## src/rtl/cpu_pkg.sv

```systemverilog
// Shared CPU definitions: NOP encoding, fetch FSM states and the RV32
// instruction field positions used by both fetch and decode.
package cpu_pkg;

  localparam logic [31:0] NOP = 32'h0000_0013;

  // RV32 base-format field positions (LSB of each field)
  localparam int unsigned OPC_LSB = 0;
  localparam int unsigned OPC_W   = 7;
  localparam int unsigned RD_LSB  = 7;
  localparam int unsigned F3_LSB  = 12;
  localparam int unsigned F3_W    = 3;
  localparam int unsigned RS1_LSB = 15;
  localparam int unsigned RS2_LSB = 20;
  localparam int unsigned F7_LSB  = 25;
  localparam int unsigned F7_W    = 7;

  typedef enum logic [1:0] {
    S_REQ  = 2'd0,  // presenting a fetch request
    S_WAIT = 2'd1,  // one request outstanding
    S_HOLD = 2'd2,  // response buffered while decode is stalled
    S_DROP = 2'd3   // discard the next (stale) response
  } fetch_state_e;

endpackage

```

## src/rtl/if_buf.sv

```systemverilog
// One-entry instruction/PC holding buffer used while decode is stalled.
module if_buf #(
  parameter int D_WIDTH = 32,
  parameter int A_WIDTH = 32
) (
  input  logic               clk,
  input  logic               rst,
  input  logic               ld_i,
  input  logic               unld_i,
  input  logic               clr_i,
  input  logic [D_WIDTH-1:0] instr_i,
  input  logic [A_WIDTH-1:0] pc_i,
  output logic               vld_o,
  output logic [D_WIDTH-1:0] instr_o,
  output logic [A_WIDTH-1:0] pc_o
);

  logic               vld_q;
  logic [D_WIDTH-1:0] instr_q;
  logic [A_WIDTH-1:0] pc_q;

  // Capture on load; clear/unload only drop the valid bit.
  always_ff @(posedge clk) begin
    if (!rst) begin
      vld_q   <= 1'b0;
      instr_q <= '0;
      pc_q    <= '0;
    end else if (clr_i || unld_i) begin
      vld_q   <= 1'b0;
    end else if (ld_i) begin
      vld_q   <= 1'b1;
      instr_q <= instr_i;
      pc_q    <= pc_i;
    end
  end

  assign vld_o   = vld_q;
  assign instr_o = instr_q;
  assign pc_o    = pc_q;

endmodule

```

## src/rtl/if_stage.sv

```systemverilog
// Instruction-fetch stage: PC, req/gnt/rvalid fetch FSM and IF/ID register.
// Optional macro IF_MISALIGN_CHK_EN: word-aligns redirect targets and
// raises a sticky misalign_err on a misaligned redirect.
module if_stage
  import cpu_pkg::*;
#(
  parameter int              D_WIDTH  = 32,
  parameter int              A_WIDTH  = 32,
  parameter logic [A_WIDTH-1:0] RESET_PC = 32'h0000_0000,
  parameter int              N_REGS   = 32,
  parameter int              RF_SIZE  = $clog2(N_REGS)
) (
  input  logic               clk,
  input  logic               rst,
  input  logic               stall,
  input  logic               flush,
  input  logic [A_WIDTH-1:0] redirect_pc,
  output logic               imem_req,
  output logic [A_WIDTH-1:0] imem_addr,
  input  logic               imem_gnt,
  input  logic               imem_rvalid,
  input  logic [D_WIDTH-1:0] imem_rdata,
  output logic [D_WIDTH-1:0] instr_id,
  output logic [A_WIDTH-1:0] pc_id,
  output logic               valid_id,
  output logic [RF_SIZE-1:0] rs1_id,
  output logic [RF_SIZE-1:0] rs2_id,
  output logic [RF_SIZE-1:0] rd_id,
  output logic [6:0]         opcode_id,
  output logic [2:0]         funct3_id,
  output logic [6:0]         funct7_id,
  output logic               misalign_err
);

  fetch_state_e       state_q, state_d;
  logic [A_WIDTH-1:0] pc_q, pc_d, fpc_q, fpc_d, pcid_q, pcid_d;
  logic [D_WIDTH-1:0] instr_q, instr_d;
  logic               valid_q, valid_d;
  logic               buf_ld, buf_unld, buf_clr, buf_vld;
  logic [D_WIDTH-1:0] buf_instr;
  logic [A_WIDTH-1:0] buf_pc;
  logic [A_WIDTH-1:0] redir_pc;
  logic               gnt;

`ifdef IF_MISALIGN_CHK_EN
  logic misalign_q;
  assign redir_pc = {redirect_pc[A_WIDTH-1:2], 2'b00};
  // Sticky until reset: any flush to a non-word-aligned target.
  always_ff @(posedge clk) begin
    if (!rst)                                 misalign_q <= 1'b0;
    else if (flush && redirect_pc[1:0] != '0) misalign_q <= 1'b1;
  end
  assign misalign_err = misalign_q;
`else
  assign redir_pc     = redirect_pc;
  assign misalign_err = 1'b0;
`endif

  assign imem_req  = rst && (state_q == S_REQ);
  assign imem_addr = pc_q;
  assign gnt       = imem_req && imem_gnt;

  if_buf #(.D_WIDTH(D_WIDTH), .A_WIDTH(A_WIDTH)) u_buf (
    .clk     (clk),
    .rst     (rst),
    .ld_i    (buf_ld),
    .unld_i  (buf_unld),
    .clr_i   (buf_clr),
    .instr_i (imem_rdata),
    .pc_i    (fpc_q),
    .vld_o   (buf_vld),
    .instr_o (buf_instr),
    .pc_o    (buf_pc)
  );

  // Next state, PC and IF/ID contents; flush overrides everything.
  always_comb begin
    state_d  = state_q;
    pc_d     = pc_q;
    fpc_d    = fpc_q;
    instr_d  = instr_q;
    pcid_d   = pcid_q;
    valid_d  = valid_q;
    buf_ld   = 1'b0;
    buf_unld = 1'b0;
    buf_clr  = 1'b0;
    // Decode consumes IF/ID every unstalled cycle: default to a bubble.
    if (!stall) begin
      valid_d = 1'b0;
      instr_d = NOP;
    end
    unique case (state_q)
      S_REQ: if (gnt) begin
        pc_d    = pc_q + A_WIDTH'(4);
        fpc_d   = pc_q;
        state_d = S_WAIT;
      end
      S_WAIT: if (imem_rvalid) begin
        if (stall) begin
          buf_ld  = 1'b1;
          state_d = S_HOLD;
        end else begin
          instr_d = imem_rdata;
          pcid_d  = fpc_q;
          valid_d = 1'b1;
          state_d = S_REQ;
        end
      end
      S_HOLD: if (!stall && buf_vld) begin
        instr_d  = buf_instr;
        pcid_d   = buf_pc;
        valid_d  = 1'b1;
        buf_unld = 1'b1;
        state_d  = S_REQ;
      end
      S_DROP: if (imem_rvalid) state_d = S_REQ;
      default: state_d = S_REQ;
    endcase
    if (flush) begin
      pc_d    = redir_pc;
      valid_d = 1'b0;
      instr_d = NOP;
      buf_ld  = 1'b0;
      buf_clr = 1'b1;
      // A stale response is still owed if a grant was taken and its data
      // has not arrived yet (also true of a pending drop).
      if ((state_q == S_REQ && gnt) ||
          (state_q == S_WAIT && !imem_rvalid) ||
          (state_q == S_DROP && !imem_rvalid))
        state_d = S_DROP;
      else
        state_d = S_REQ;
    end
  end

  // State, PC and IF/ID registers.
  always_ff @(posedge clk) begin
    if (!rst) begin
      state_q <= S_REQ;
      pc_q    <= RESET_PC;
      fpc_q   <= '0;
      instr_q <= NOP;
      pcid_q  <= '0;
      valid_q <= 1'b0;
    end else begin
      state_q <= state_d;
      pc_q    <= pc_d;
      fpc_q   <= fpc_d;
      instr_q <= instr_d;
      pcid_q  <= pcid_d;
      valid_q <= valid_d;
    end
  end

  assign instr_id  = instr_q;
  assign pc_id     = pcid_q;
  assign valid_id  = valid_q;
  assign opcode_id = instr_q[OPC_LSB +: OPC_W];
  assign rd_id     = instr_q[RD_LSB  +: RF_SIZE];
  assign funct3_id = instr_q[F3_LSB  +: F3_W];
  assign rs1_id    = instr_q[RS1_LSB +: RF_SIZE];
  assign rs2_id    = instr_q[RS2_LSB +: RF_SIZE];
  assign funct7_id = instr_q[F7_LSB  +: F7_W];

endmodule

```

## config.mk

```make
export PLATFORM = sky130hd
export DESIGN_NAME = if_stage
export DESIGN_NICKNAME = d
export VERILOG_FILES = /design/src/rtl/cpu_pkg.sv /design/src/rtl/if_buf.sv /design/src/rtl/if_stage.sv
export SDC_FILE = /design/constraint.sdc
export NUM_CORES = 1
export LEC_CHECK = 0
export BUFFER_PORTS_ARGS = -buffer_cell sky130_fd_sc_hd__buf_2
export CAP_MARGIN = 20
export CORE_MARGIN = 3
export CORE_UTILIZATION = 55
export DETAILED_ROUTE_END_ITERATION = 6
export PLACE_DENSITY = 0.91
export SLEW_MARGIN = 40
export SYNTH_ARGS = -nofsm -noshare
export SYNTH_HDL_FRONTEND = slang
export SYNTH_SLANG_ARGS = --single-unit
```

## constraint.sdc

```tcl
create_clock -name clk -period 6.6 [get_ports clk]
set_input_delay 0.66 -clock clk [delete_from_list [all_inputs] [get_ports clk]]
set_output_delay 0.66 -clock clk [all_outputs]
set_load 0.005 [all_outputs]
```

After elaboration in Yosys (flattened, before gate mapping)
Cells that the tools add are included.
- add/sub/neg operators: 1
- equality and inequality tests: 10
- multiplexer cells: 32
- bitwise operators: 2
- reduce and logical (&&, ||, !) cells: 22
- operators with widths (operator ; number):
    32-bit 2-to-1 mux ; 10
    32-bit case mux with 2 select lines ; 2
    32-bit by 3-bit adder with 32-bit output, second input constant ; 1
    2-bit 2-to-1 mux ; 7
    3-bit inequality test, second input constant ; 4
    1-bit 2-to-1 mux ; 11
    2-bit case mux with 4 select lines ; 1
    4-bit AND reduction ; 2
    1-bit logical AND ; 6
    2-bit inequality test, second input constant ; 3
    2-bit AND reduction ; 3
    2-bit nonzero test ; 3
    2-bit equality test, second input constant ; 2
    2-bit OR reduction ; 2
    1-bit logical OR ; 3
    2-bit by 1-bit equality test with 1-bit output, second input constant ; 1
    1-bit zero test ; 2
    2-bit zero test ; 1
    1-bit inverter ; 2
    1-bit case mux with 2 select lines ; 1
- flip-flop bits (word level): 196
- bits of input ports: 70
- output and inout port bits: 131
- logic and storage cells: 76

Logic depth before layout (Yosys ltp)
Gate-level depths: netlist of run 1.
- depth after elaboration: 8
- depth in mapped cells: 9
- gate-level depth less buffers: 6

Hierarchy
From an unflattened synthesis of run 1, not the netlist that was laid out.
- cells, all modules: 1015
- area total of the unflattened synthesis: 9078.7 um^2
- by module, submodules not included (module ; times used ; cells each ; area an instance (um^2) ; sequential area each (um^2)):
    if_stage ; 1 ; 734 ; 6431.2 ; 2622.5
    if_buf ; 1 ; 281 ; 2647.5 ; 1301.2

Least setup slack after synthesis of run 1
OpenSTA, ideal clock, no wires.
- kind: input -> register
- start: input imem_gnt
- end: register pc_q[27], in the netlist imem_addr[27]
- setup time: 74 ps
- arrival: 2074 ps
- slack: 4452 ps
- stages on the path: 5
- path buffers: 1
- cells stage by stage: nand3_2 > or4_1 > clkbuf_1 > or4_1 > a31oi_1
- longest elaborated chain between the ends: 3
- ends and longest elaborated chain (item ; line ; text):
    from (decl) ; if_stage.sv:20 ; input logic imem_gnt,
    1-bit logical AND ; if_stage.sv:61 ; assign gnt = imem_req && imem_gnt;
    2-bit nonzero test (no line) ; - ;
    2-bit AND reduction (no line) ; - ;
    to (signal assigned) ; if_stage.sv:147 ; pc_q <= pc_d;
    to (decl) ; if_stage.sv:36 ; logic [A_WIDTH-1:0] pc_q, pc_d, fpc_q, fpc_d, pcid_q, pcid_d;
Every way passes these cells.
A chain may end at the register's enable or synchronous reset.

Final worst setup path of run 1
- start: input flush
- end: register u_buf.pc_q[13], in the netlist u_buf.pc_o[13]
- longest elaborated chain between the ends: 4
- ends and longest elaborated chain (item ; line ; text):
    from (decl) ; if_stage.sv:16 ; input logic flush,
    1-bit 2-to-1 mux ; if_stage.sv:119 ; if (flush) begin
    1-bit logical OR ; if_buf.sv:28 ; end else if (clr_i || unld_i) begin
    1-bit inverter (no line) ; - ;
    2-bit AND reduction (no line) (*) ; - ;
    to (signal assigned) ; if_buf.sv:33 ; pc_q <= pc_i;
    to (decl) ; if_buf.sv:20 ; logic [A_WIDTH-1:0] pc_q;
Every way passes the cells marked *; elsewhere a longest branch is shown, timed or not.

==> reports/results.txt, run 1 <==
The min-delay analysis places its worst path in the category reg2reg. Measured along the x axis, the die boundary spans 131.4 um. Summing all flip-flop and latch instances after layout gives 3924 um^2. For this run, the post-layout net count is 1195. The commonest cells after synthesis are 234 x nand2_1, 196 x dfxtp_1, 67 x clkbuf_1. The run gives 56.50% as the starting utilization of the core area. The async set-or-reset flop fraction in the synthesized netlist is 0%, and the number of CTS-inserted buffers is 17. Synthesis instantiated 48 different standard cells from the library. The startpoint identified for the worst register-to-register timing path is imem_addr[2]$_SDFFE_PN0P_.

Number of setup violations in the final report: 0. The worst setup path is captured at a flip-flop. At the worst endpoint, the arrival time is 3160 ps.

Input and output buffers added on the ports amount to 199. CTS placed an instance of clkbuf_16 at the clock tree root. For this run the aggregate overflow at the end of global routing stands at 0. The number of setup buffers added after CTS is 0. Counting flops with a built-in enable in the synthesized netlist gives 0. The total count of max-transition violations in the final report came out at 0. The floorplan has 45 rows. TritonCTS built the clock tree. 0 antenna diodes ended up in the layout. In this design, the stage delay of the slowest critical-path cell is 710 ps. Number of H-tree levels: 4.

On the critical path, the stage with the largest delay is an instance of and4_2. The number of buffers inserted by hold repair at cts is 0. For this run, design rule violations remaining after detail routing come to 0. The run gives 0 as the remaining antenna violation count. For the setup TNS, the log shows 0 ps. The proportion of layout cells with a drive suffix above 1 is 22.35%, and the maximum clock frequency is 0.3532 GHz. The via count of the first global-routing pass is 7268.

The most used standard cell by instance count after synthesis is nand2_1. The core region is 15310 um^2. Fraction of post-synthesis cell area in the top cell type by area: 45.35%.

The cell area that synthesis handed to floorplanning was 8652 um^2. In this design, the largest share of critical-path delay is due to buffers and inverters. The worst path in the final design needs a cycle of 2831 ps, including I/O delays and setup. The number of cells on the critical path works out to 7. The clock latency at the later pin of the worst-skew pair was 430 ps; the clock tree skew after final layout was 9.819 ps.

The most used flip-flop cell after synthesis is dfxtp_1. The critical path goes through buf_2 -> inv_1 -> buf_4 -> and4_2 -> buf_4 -> nand2_1 -> a21boi_0. The critical path launch point type was an input port. In the post-synthesis netlist, the biggest area contributors are dfxtp_1 45%, nand2_1 10%, a21boi_0 5.6%. The startpoint of the worst hold path is u_buf.instr_o[1]$_SDFFE_PN0P_. Number of vias per cell after detailed routing: 5.888. The number of buffers and inverters on the critical path is 4. The flip-flop and latch count after synthesis is 196, and the clock transition time at the flip-flop clock pins of the worst setup and hold paths is 70 ps. The logic depth of the worst register-to-register path is 5, and the total number of vias is 7907. The area of the die was 17270 um^2; the floorplan die height was 131.4 um. The first global-routing pass estimated 36160 um of wire.

For this run, the total global-route usage over all layers was measured as 25.10%. Setup repair after global routing left no endpoint under its margin. The synthesized instance count was 1011; the power per unit of standard cell area was 272.0 nW/um^2.

The transition time of the tightest slew-check pin works out to 668.0 ps. In this run the worst setup path begins at flush. The largest total area in the synthesized netlist belongs to dfxtp_1. Type of the setup path with the least slack: in2reg. For this run, the number of Yosys warnings is 0.

The placer congestion estimate is 0.8297, and the remaining max-slew budget at the tightest pin is 55.47%. The flow ran to the end, and the final reports show no timing, DRC or antenna violations. The run gives 1212 as the count of filler cells inserted in the layout.

The run gives 732 as the count of routing violations after the opening detailed-route iteration. Max-cap violations in this run came to 0. The leakage power was 0.004438 uW. The total half-perimeter wirelength after legalization and detailed placement was 14490 um.

The critical path data required time was 6930 ps. The total detailed-routing wirelength was 22420 um. The tools report the net count after synthesis as 1086. The area of combinational cells with multiple inputs was 4140 um^2.

The tools report the number of placed I/O pins as 201. The first detailed-routing pass ran for 5 iterations. After clock tree synthesis, the repair step resized 0 gates. VDD sags by at most 0.0002016 V.

After detailed routing, the average wire length per cell comes to 16.69 um. Summing the sequential cell areas from Yosys gives 45.35% of the chip area. The final critical-path share of the clock period is 42.90%, and the number of buffers between clock root and the deepest sink is 2.

Entering global routing, the biggest net connects 102 pins. The cell with the most instances on the worst path was buf_4. The maximum net fanout on the critical path was 42; the initial antenna violation count was 0. The worst hold path passes through 2 cells. The number of clock sinks was 196; the synthesized area per cell was 8.558 um^2.

Final hold violation count: 0. The layout overhead on the synthesized area is 15.60%. The tools report the power consumption as 2721 uW.
==> power by group <==
part	switching (uW)	total (uW)	internal [uW]	leakage [uW]
Combinational	235	400	165	0.00257
Clock	448	1000	557	0.000273
Sequential	62.1	1320	1250	0.00159
Total	745	2720	1980	0.00444
==> cells by family after synthesis <==
family / count (synthesis) / share of synthesized area [%]
adder cells (fa/ha/maj): 5 / 0.7231
multiplexers: 34 / 3.934
other: 1 / 0.04334
flip-flops: 196 / 45.35
AND/OR/NAND/NOR: 390 / 19.90
buffers and inverters: 130 / 7.129
XOR/XNOR: 11 / 1.113
AO/OA/AOI/OAI: 244 / 21.81
==> per-stage QoR <==
step	std cells	area (um^2)	util [%]	setup WS, ps	hold WS, ps
global route	1343	10000	65.31	3696	475.2
finish	1343	10000	65.31	3769	463.0
floorplan	1011	8652	-	4452	440.3
detailed placement	1312	9435	61.61	3551	457.5
CTS	1343	9998	65.29	3651	457.5
global placement	1312	9428	61.56	3619	439.5
==> state kept, by name, indices dropped and copies added, names as in the netlist <==
register and flops:
state_q 2, fpc_q 32, u_buf.instr_o 32, u_buf.pc_o 32
valid_id 1, instr_id 32, pc_id 32, imem_addr 32
u_buf.vld_o 1
==> area by class of cell <==
cell class                      instances  area share, %
Clock inverter                         12          1.301
Tap cell                              211          2.639
Multi-Input combinational cell        685          41.39
Inverter                               13         0.4879
Timing Repair Buffer                  207          10.62
Sequential cell                       196          39.23
Clock buffer                           19          4.328
==> metal layers <==
layer	vias to the layer above	global-route usage, %	wire, um
met1	3747	32.02	9313
li1	3720	-	-
met2	386	41.40	10780
met4	0	10.09	646
met3	54	5.551	1678
met5	-	0	0
==> cells in the final DEF (no fill, tap or decap), types with 29 or more instances in the layout <==
| master | count |
|---|---|
| buf_2 | 198 |
| nand3_1 | 42 |
| dfxtp_1 | 196 |
| nand2_1 | 234 |
| o21ai_0 | 35 |
| a22o_1 | 29 |
| a22oi_1 | 31 |
| o211a_1 | 41 |
| a21boi_0 | 65 |
| mux2i_1 | 34 |
| nor2_1 | 37 |
==> final timing paths <==
check                           slack, ps                             to
worst max-delay path                 3770    u_buf.pc_o[13]$_SDFFE_PN0P_
worst min-delay path                  460  u_buf.instr_o[1]$_SDFFE_PN0P_
worst max register to register       3880     imem_addr[18]$_SDFFE_PN0P_
worst min register to register        460  u_buf.instr_o[1]$_SDFFE_PN0P_
==> worst reg2reg max path, stage by stage, from the launching register on <==
cell and delay, ps:
dfxtp_1 510, ha_1 290, nand4_1 290, or4_1 800
or4_1 590, a31oi_1 180
Note: power is estimated with default switching activity, not from simulation.
==> inputs of run 2 (changes only) <==
--- a/config.mk
+++ b/config.mk
@@ -8,9 +8,9 @@
 export BUFFER_PORTS_ARGS = -buffer_cell sky130_fd_sc_hd__buf_2
 export CAP_MARGIN = 20
 export CORE_MARGIN = 3
-export CORE_UTILIZATION = 55
+export CORE_UTILIZATION = 54
 export DETAILED_ROUTE_END_ITERATION = 6
-export PLACE_DENSITY = 0.91
+export PLACE_DENSITY = 0.9
 export SLEW_MARGIN = 40
 export SYNTH_ARGS = -nofsm -noshare
 export SYNTH_HDL_FRONTEND = slang
==> constraint.sdc (replaced) <==
create_clock -name clk -period 2.7 [get_ports clk]
set_input_delay 0.27 -clock clk [delete_from_list [all_inputs] [get_ports clk]]
set_output_delay 0.27 -clock clk [all_outputs]
set_load 0.005 [all_outputs]
==> run 2 against run 1 <==
Via count down 0.54%. Critical endpoint is now imem_addr[18]$_SDFFE_PN0P_. Clock power rose to 2.5 times the previous value. Global-route usage about the same. Clock skew about the same. Register-to-register slack worse by 3600 ps. Critical path type is now reg2reg. Sequential share of layout area down 0.56 points. Largest power group unchanged. Power up 150%. Cell count up 1.1%.
==> reports/results.txt, run 2 (same netlist as run 1, synthesis figures left out) <==
Setup repair after global routing left no endpoint under its margin. In the routed design, unresolved DRC markers number 0. The count of buffers added on input and output ports is 199. The via count of the first global-routing pass is 7375, and the post-CTS setup repair buffer count is 0. For the clock latency at the later pin of the worst-skew pair, the log shows 440 ps. Summed over all layers, the routed wires come to 22520 um. The classification of the worst-slack hold path was in2reg. Clock-pin slew was measured on the worst setup and hold paths at 70 ps.

The total count of max-transition violations in the final report was 0. For the met3 demand-to-capacity share in global routing, the log shows 5.589%. The root buffer cell chosen for the clock tree is clkbuf_16.

The flow ran to the end, and the final reports show no timing, DRC or antenna violations. Most frequent standard cell in the layout excluding fill and tap cells: nand2_1. The tools report the count of max-cap constraint violations as 0.

In the final routed layout, each cell accounts on average for 16.58 um. The floorplan step set the die width to 132.6 um. The critical path launch point type is a flip-flop. The post-placement cell count was 1325; the final hold violation count was 0. For the worst setup path, the data required time is 3060 ps.

Relative to the synthesized area, the layout overhead comes to 17.28%. Global routing used 25.12% of the available tracks across all layers. The tools report the remaining global-route overflow as 0.

The floorplan has 45 rows. Dividing the final minimum period by the clock period gives 89.72%. Between clock sinks in the finished design, the worst skew comes to 10.05 ps. For the initial antenna violation count, the log shows 1.

The run gives 55.12% as the remaining max-slew budget at the tightest pin. TritonCTS built the clock tree. The first global-routing pass estimated 36710 um of wire. For the met2 routing resource usage after global routing, the log shows 41.38%. Setup violations remaining at the end of the flow were counted as 0.

Time the final worst path needs with I/O delays and setup: 2422 ps. The pin count of the biggest net entering global routing is 167, and the number of placed I/O pins is 201. The floorplan die height works out to 132.6 um.

Once the floorplan was initialized, standard cells occupied 56.08% of the core. The fraction of met1 tracks used by global routing is 32.12%, and the proportion of layout cells with a drive suffix above 1 is 23.12%. The first routing iteration left 617 violations. The floorplan step defined a die boundary enclosing 17580 um^2. The logs give 4134 um^2 for the area of combinational cells with multiple inputs and 2 for the number of buffers between clock root and the deepest sink. Routability-driven placement finished with a final weighted congestion of 0.8554.

In this run the most used layer during global routing was met2. Type of the setup path with the least slack: reg2reg. The logs give 0 for the total of cells resized after clock tree synthesis and 0 ps for the setup TNS.

In this run the power density over the cells is 665.7 nW/um^2. For this run, the top clock speed supported by timing is 0.4128 GHz. Final cell count without fillers: 1358.

The sort of element at the end of the critical path was a flip-flop. For this run, the detailed router's first-pass iteration total came to 5. The transition time of the tightest slew-check pin is 673.2 ps. Of all nets on the critical path, the largest fanout is 14. Clock tree synthesis found a total of 196 sinks. The floorplan step defined a core boundary enclosing 15430 um^2.

The tools report the count of filler cells inserted in the layout as 1238. The H-tree generated during clock tree synthesis spans 4 levels. The number of vias per cell after detailed routing works out to 5.791. The number of CTS-inserted buffers was 17; the leakage power was 0.004522 uW. Hold repair after CTS inserted 0 buffers. Registers take 3924 um^2. The highest ir drop seen on vdd was 0.0005633 V. The top cell types in the final layout, fill and taps aside, are 234 x nand2_1, 198 x buf_2, 196 x dfxtp_1, 65 x a21boi_0, 42 x nand3_1. For this run, the post-layout net count is 1208. The run gives 7864 as the total number of vias. Once detail routing completed, the nets flagged for antenna violations numbered 0. For the arrival time reported for the critical path endpoint, the log shows 2790 ps. The run gives 14840 um as the total half-perimeter wirelength after legalization and detailed placement.
## run 2: per-layer routing
metal	up-vias	wire [um]
li1	3754	-
met1	3719	9240
met2	340	10850
met3	51	1788
met4	0	633
met5	-	0
## run 2: layout make-up
class                           instances  area share, %
Sequential cell                       196          38.67
Multi-Input combinational cell        685          40.74
Clock buffer                           19          4.464
Timing Repair Buffer                  220          11.64
Clock inverter                         13          1.381
Inverter                               13         0.4809
Tap cell                              211          2.602
Antenna cell                            1        0.02466
## run 2: power by group
part / internal (uW) / total, uW / switching [uW]
logic: 425 / 1020 / 596
clock network: 1350 / 2530 / 1180
registers: 3060 / 3210 / 144
## run 2: stage by stage
step | instance area (um^2) | util (%) | total power, uW | setup WS (ps) | hold slack (ps)
floorplan | 8652 | - | 3872 | 553.9 | 407.8
global placement | 9550 | 61.91 | 4245 | 437.6 | 438.7
detailed placement | 9552 | 61.91 | 4276 | 325.9 | 451.7
CTS | 10140 | 65.76 | 6775 | 297.6 | 84.13
global route | 10150 | 65.77 | 7018 | 187.3 | 83.39
finish | 10150 | 65.77 | 6755 | 277.6 | 96.04
## run 2: critical path, cell delays in order (launching register included)
cell and delay (ps):
dfxtp_1 480, ha_1 250, nand4_1 150, or4_1 730, or4_1 580, a31oi_1 170
## run 2: worst paths after layout
check        slack (ps)  cells after the start                       from                          to
max                 280                      5  imem_addr[2]$_SDFFE_PN0P_  imem_addr[18]$_SDFFE_PN0P_
min                 100                      3             redirect_pc[1]   imem_addr[1]$_SDFFE_PN0P_
min reg2reg         460                      2        valid_id$_SDFF_PP0_         valid_id$_SDFF_PP0_
max reg2reg         280                      5  imem_addr[2]$_SDFFE_PN0P_  imem_addr[18]$_SDFFE_PN0P_
==> inputs of run 3 (changes only) <==
--- a/config.mk
+++ b/config.mk
@@ -11,6 +11,7 @@
 export CORE_UTILIZATION = 54
 export DETAILED_ROUTE_END_ITERATION = 6
 export PLACE_DENSITY = 0.9
+export REMOVE_ABC_BUFFERS = 1
 export SLEW_MARGIN = 40
 export SYNTH_ARGS = -nofsm -noshare
 export SYNTH_HDL_FRONTEND = slang
==> run 3 against run 2 <==
Register-to-register slack got worse by 140 ps. Worst hold slack worse by 16 ps. Combinational power hardly changed. Highest routed layer unchanged. Fmax down 5.4%. Sequential cell count did not move. Cell count unchanged. Clock skew increased by 0.78 ps. First-iteration DRC count grew 11%. Count of clock-buffer cells in the layout is 2 higher. Sequential share of layout area fell by 0.16 points. Critical path depth is 1 higher. Routed wire length shrank 2.3%.
==> reports/results.txt, run 3 (same netlist as run 1, synthesis figures left out) <==
The flow ran to the end, and the final reports show no timing, DRC or antenna violations. The core occupancy in the finished layout was 66.05%; the floorplan die width was 132.6 um. Leaving out fill and tap cells, the most frequent cells in the layout are 234 x nand2_1, 198 x buf_2, 196 x dfxtp_1, 65 x a21boi_0, 42 x nand3_1. The net count of the finished layout is 1209.

The finished cells cover 10190 um^2. Detailed routing inserted a total of 7723 vias. The critical path is of the reg2reg type.

The classification of the worst-slack hold path is in2reg. The total overflow left after global routing is 0. The final layout contains routed wiring with a total length of 22000 um. Routability-driven placement finished with a final weighted congestion of 0.8562.

Along the worst hold path, the cell count comes to 2. The final critical-path share of the clock period is 94.80%. For hold timing, the worst endpoint is imem_addr[2]$_SDFFE_PN0P_.

In the final routed layout, each cell accounts on average for 16.20 um. The logic depth of the worst register-to-register path was 6; the proportion of layout cells with a drive suffix above 1 was 23.10%. CTS saw 196 sinks.

The final hold violation count is 0, and the number of antenna diodes is 0. The starting utilization of the core area was 56.08%. The worst reg2reg path endpoint is imem_addr[27]$_SDFFE_PN0P_.

For the number of buffers between clock root and the deepest sink, the log shows 2. STA classifies the critical path startpoint as a flip-flop. For the area of the die, the log shows 17580 um^2.

The post-place instance area was 9547 um^2; the clock latency at the later pin of the worst-skew pair was 430 ps. Summed over all nets, the half-perimeter wirelength after detailed placement is 14800 um. The tools report the first-pass iteration count of the detailed router as 5. The run gives 0 as the total count of max-transition violations in the final report. The area of the core region is 15430 um^2. Of all nets on the critical path, the largest fanout is 16. The run gives 0 as the number of setup violations in the final report. Once the clock tree was built, the setup fixing pass inserted 0 buffers.

Measured along the y axis, the die boundary spans 132.6 um. The layout overhead on the synthesized area was 17.77%. Clock-pin slew was measured on the worst setup and hold paths at 70 ps. Max-cap violations in this run came to 0. Clock tree synthesis inserted a total of 17 buffers. The run gives 0 as the initial antenna violation count. The first global-routing pass estimated 35380 um of wire. After detailed routing, the number of remaining DRC violations is 0. The via count of the first global-routing pass was 6978. After layout, the minimum clock period comes to 2560 ps. The power per unit of standard cell area works out to 682.0 nW/um^2. For the number of placed I/O pins, the log shows 201. The number of gates resized after CTS was 0. TritonCTS built the clock tree. Entering global routing, the biggest net connects 84 pins. Leaving out fill and tap cells, the most frequent cell in the layout is nand2_1. The startpoint identified for the worst register-to-register timing path is state_q[0]$_SDFFE_PN0P_.

The worst-case register-to-register setup slack was 140 ps; the clock tree skew after final layout was 10.83 ps. STA puts the critical path data required time at 3060 ps. STA puts the critical path data arrival time at 2920 ps. Setup repair after global routing left no endpoint under its margin.

The count of routing violations after the opening detailed-route iteration was 687; the number of port buffers was 199. The aggregate global-route resource usage is 24.20%, and the total number of placement rows is 45. On the final layout, the worst hold slack is 79.55 ps.

The logs give 0.3907 GHz for the maximum clock frequency and 50.08% for the remaining max-slew budget at the tightest pin. The worst setup path is captured at a flip-flop. After clock tree synthesis, the flow added hold-fix buffers numbering 0.

For this design the static power due to leakage is 0.004553 uW. At the pin with the least slew margin, the transition time is 748.8 ps. The startpoint identified for the worst hold timing path is redirect_pc[2]. Number of vias per cell after detailed routing: 5.687.

CTS placed an instance of clkbuf_16 at the clock tree root. The remaining antenna violation count was 0. The worst-case IR drop observed on VDD is 0.0004175 V. The number of H-tree levels came out at 4.
run 3: changes by cell type in the layout (fill, tap and decap cells not counted), sizes merged:
| cell | delta |
|---|---|
| diode | -1 |
| buf | +1 |
| clkbuf | +2 |
| inv | -4 |
| bufinv | +3 |
| clkinvlp | -1 |
run 3: worst max-delay path, stage by stage (launching register included):
cell and delay (ps):
dfxtp_1 340, inv_1 100, ha_1 320, nand3_2 130, or4_1 830, or4_1 600, a31oi_1 160
run 3: how the worst max path moves through the flow:
stage / from / endpoint / slack (ps) / cells past startpoint
final: state_q[0]$_SDFFE_PN0P_ / imem_addr[27]$_SDFFE_PN0P_ / 140 / 6
after floorplan: state_q[0]$_SDFFE_PN0P_ / pc_id[0]$_SDFFE_PN0P_ / -2050 / 6
after detailed placement: state_q[0]$_SDFFE_PN0P_ / imem_addr[27]$_SDFFE_PN0P_ / 200 / 6
after global placement: state_q[0]$_SDFFE_PN0P_ / imem_addr[27]$_SDFFE_PN0P_ / 330 / 6
after global routing: state_q[1]$_SDFFE_PN0P_ / imem_addr[27]$_SDFFE_PN0P_ / 9 / 6
after CTS: state_q[1]$_SDFFE_PN0P_ / imem_addr[27]$_SDFFE_PN0P_ / 170 / 6
run 3: per-stage QoR:
step	worst slack (ps)	setup TNS (ps)	cells	power, uW
6_report	140.3	0	1358	6949
5_1_grt	8.662	0	1358	7222
4_1_cts	170.4	0	1358	6976
3_5_place_dp	198.9	0	1326	4275
3_3_place_gp	330.6	0	1326	4243
2_1_floorplan	-2046	-78780	894	3815
run 3: routing by layer:
metal / part of all wire (%) / track usage [%]
met1: 43 / 32.09
met3: 8.4 / 4.753
met2: 47 / 39.90
met5: 0 / 0
met4: 1.7 / 7.852
run 3: final cells by class:
type                    count  area [um^2]
fillers                  1238         5238
multi-input cells         685         4134
flip-flops and latches    196         3924
repair buffers            221         1176
clock buffers              21        470.5
well taps                 211        264.0
clock inverters            11        172.7
inverters                  13        48.80
run 3: where the power goes:
group          switching [uW]  leakage [uW]  internal, uW
registers                 134       0.00159          3070
clock network            1100      0.000314          1630
logic                     591       0.00265           423
total                    1830       0.00455          5120
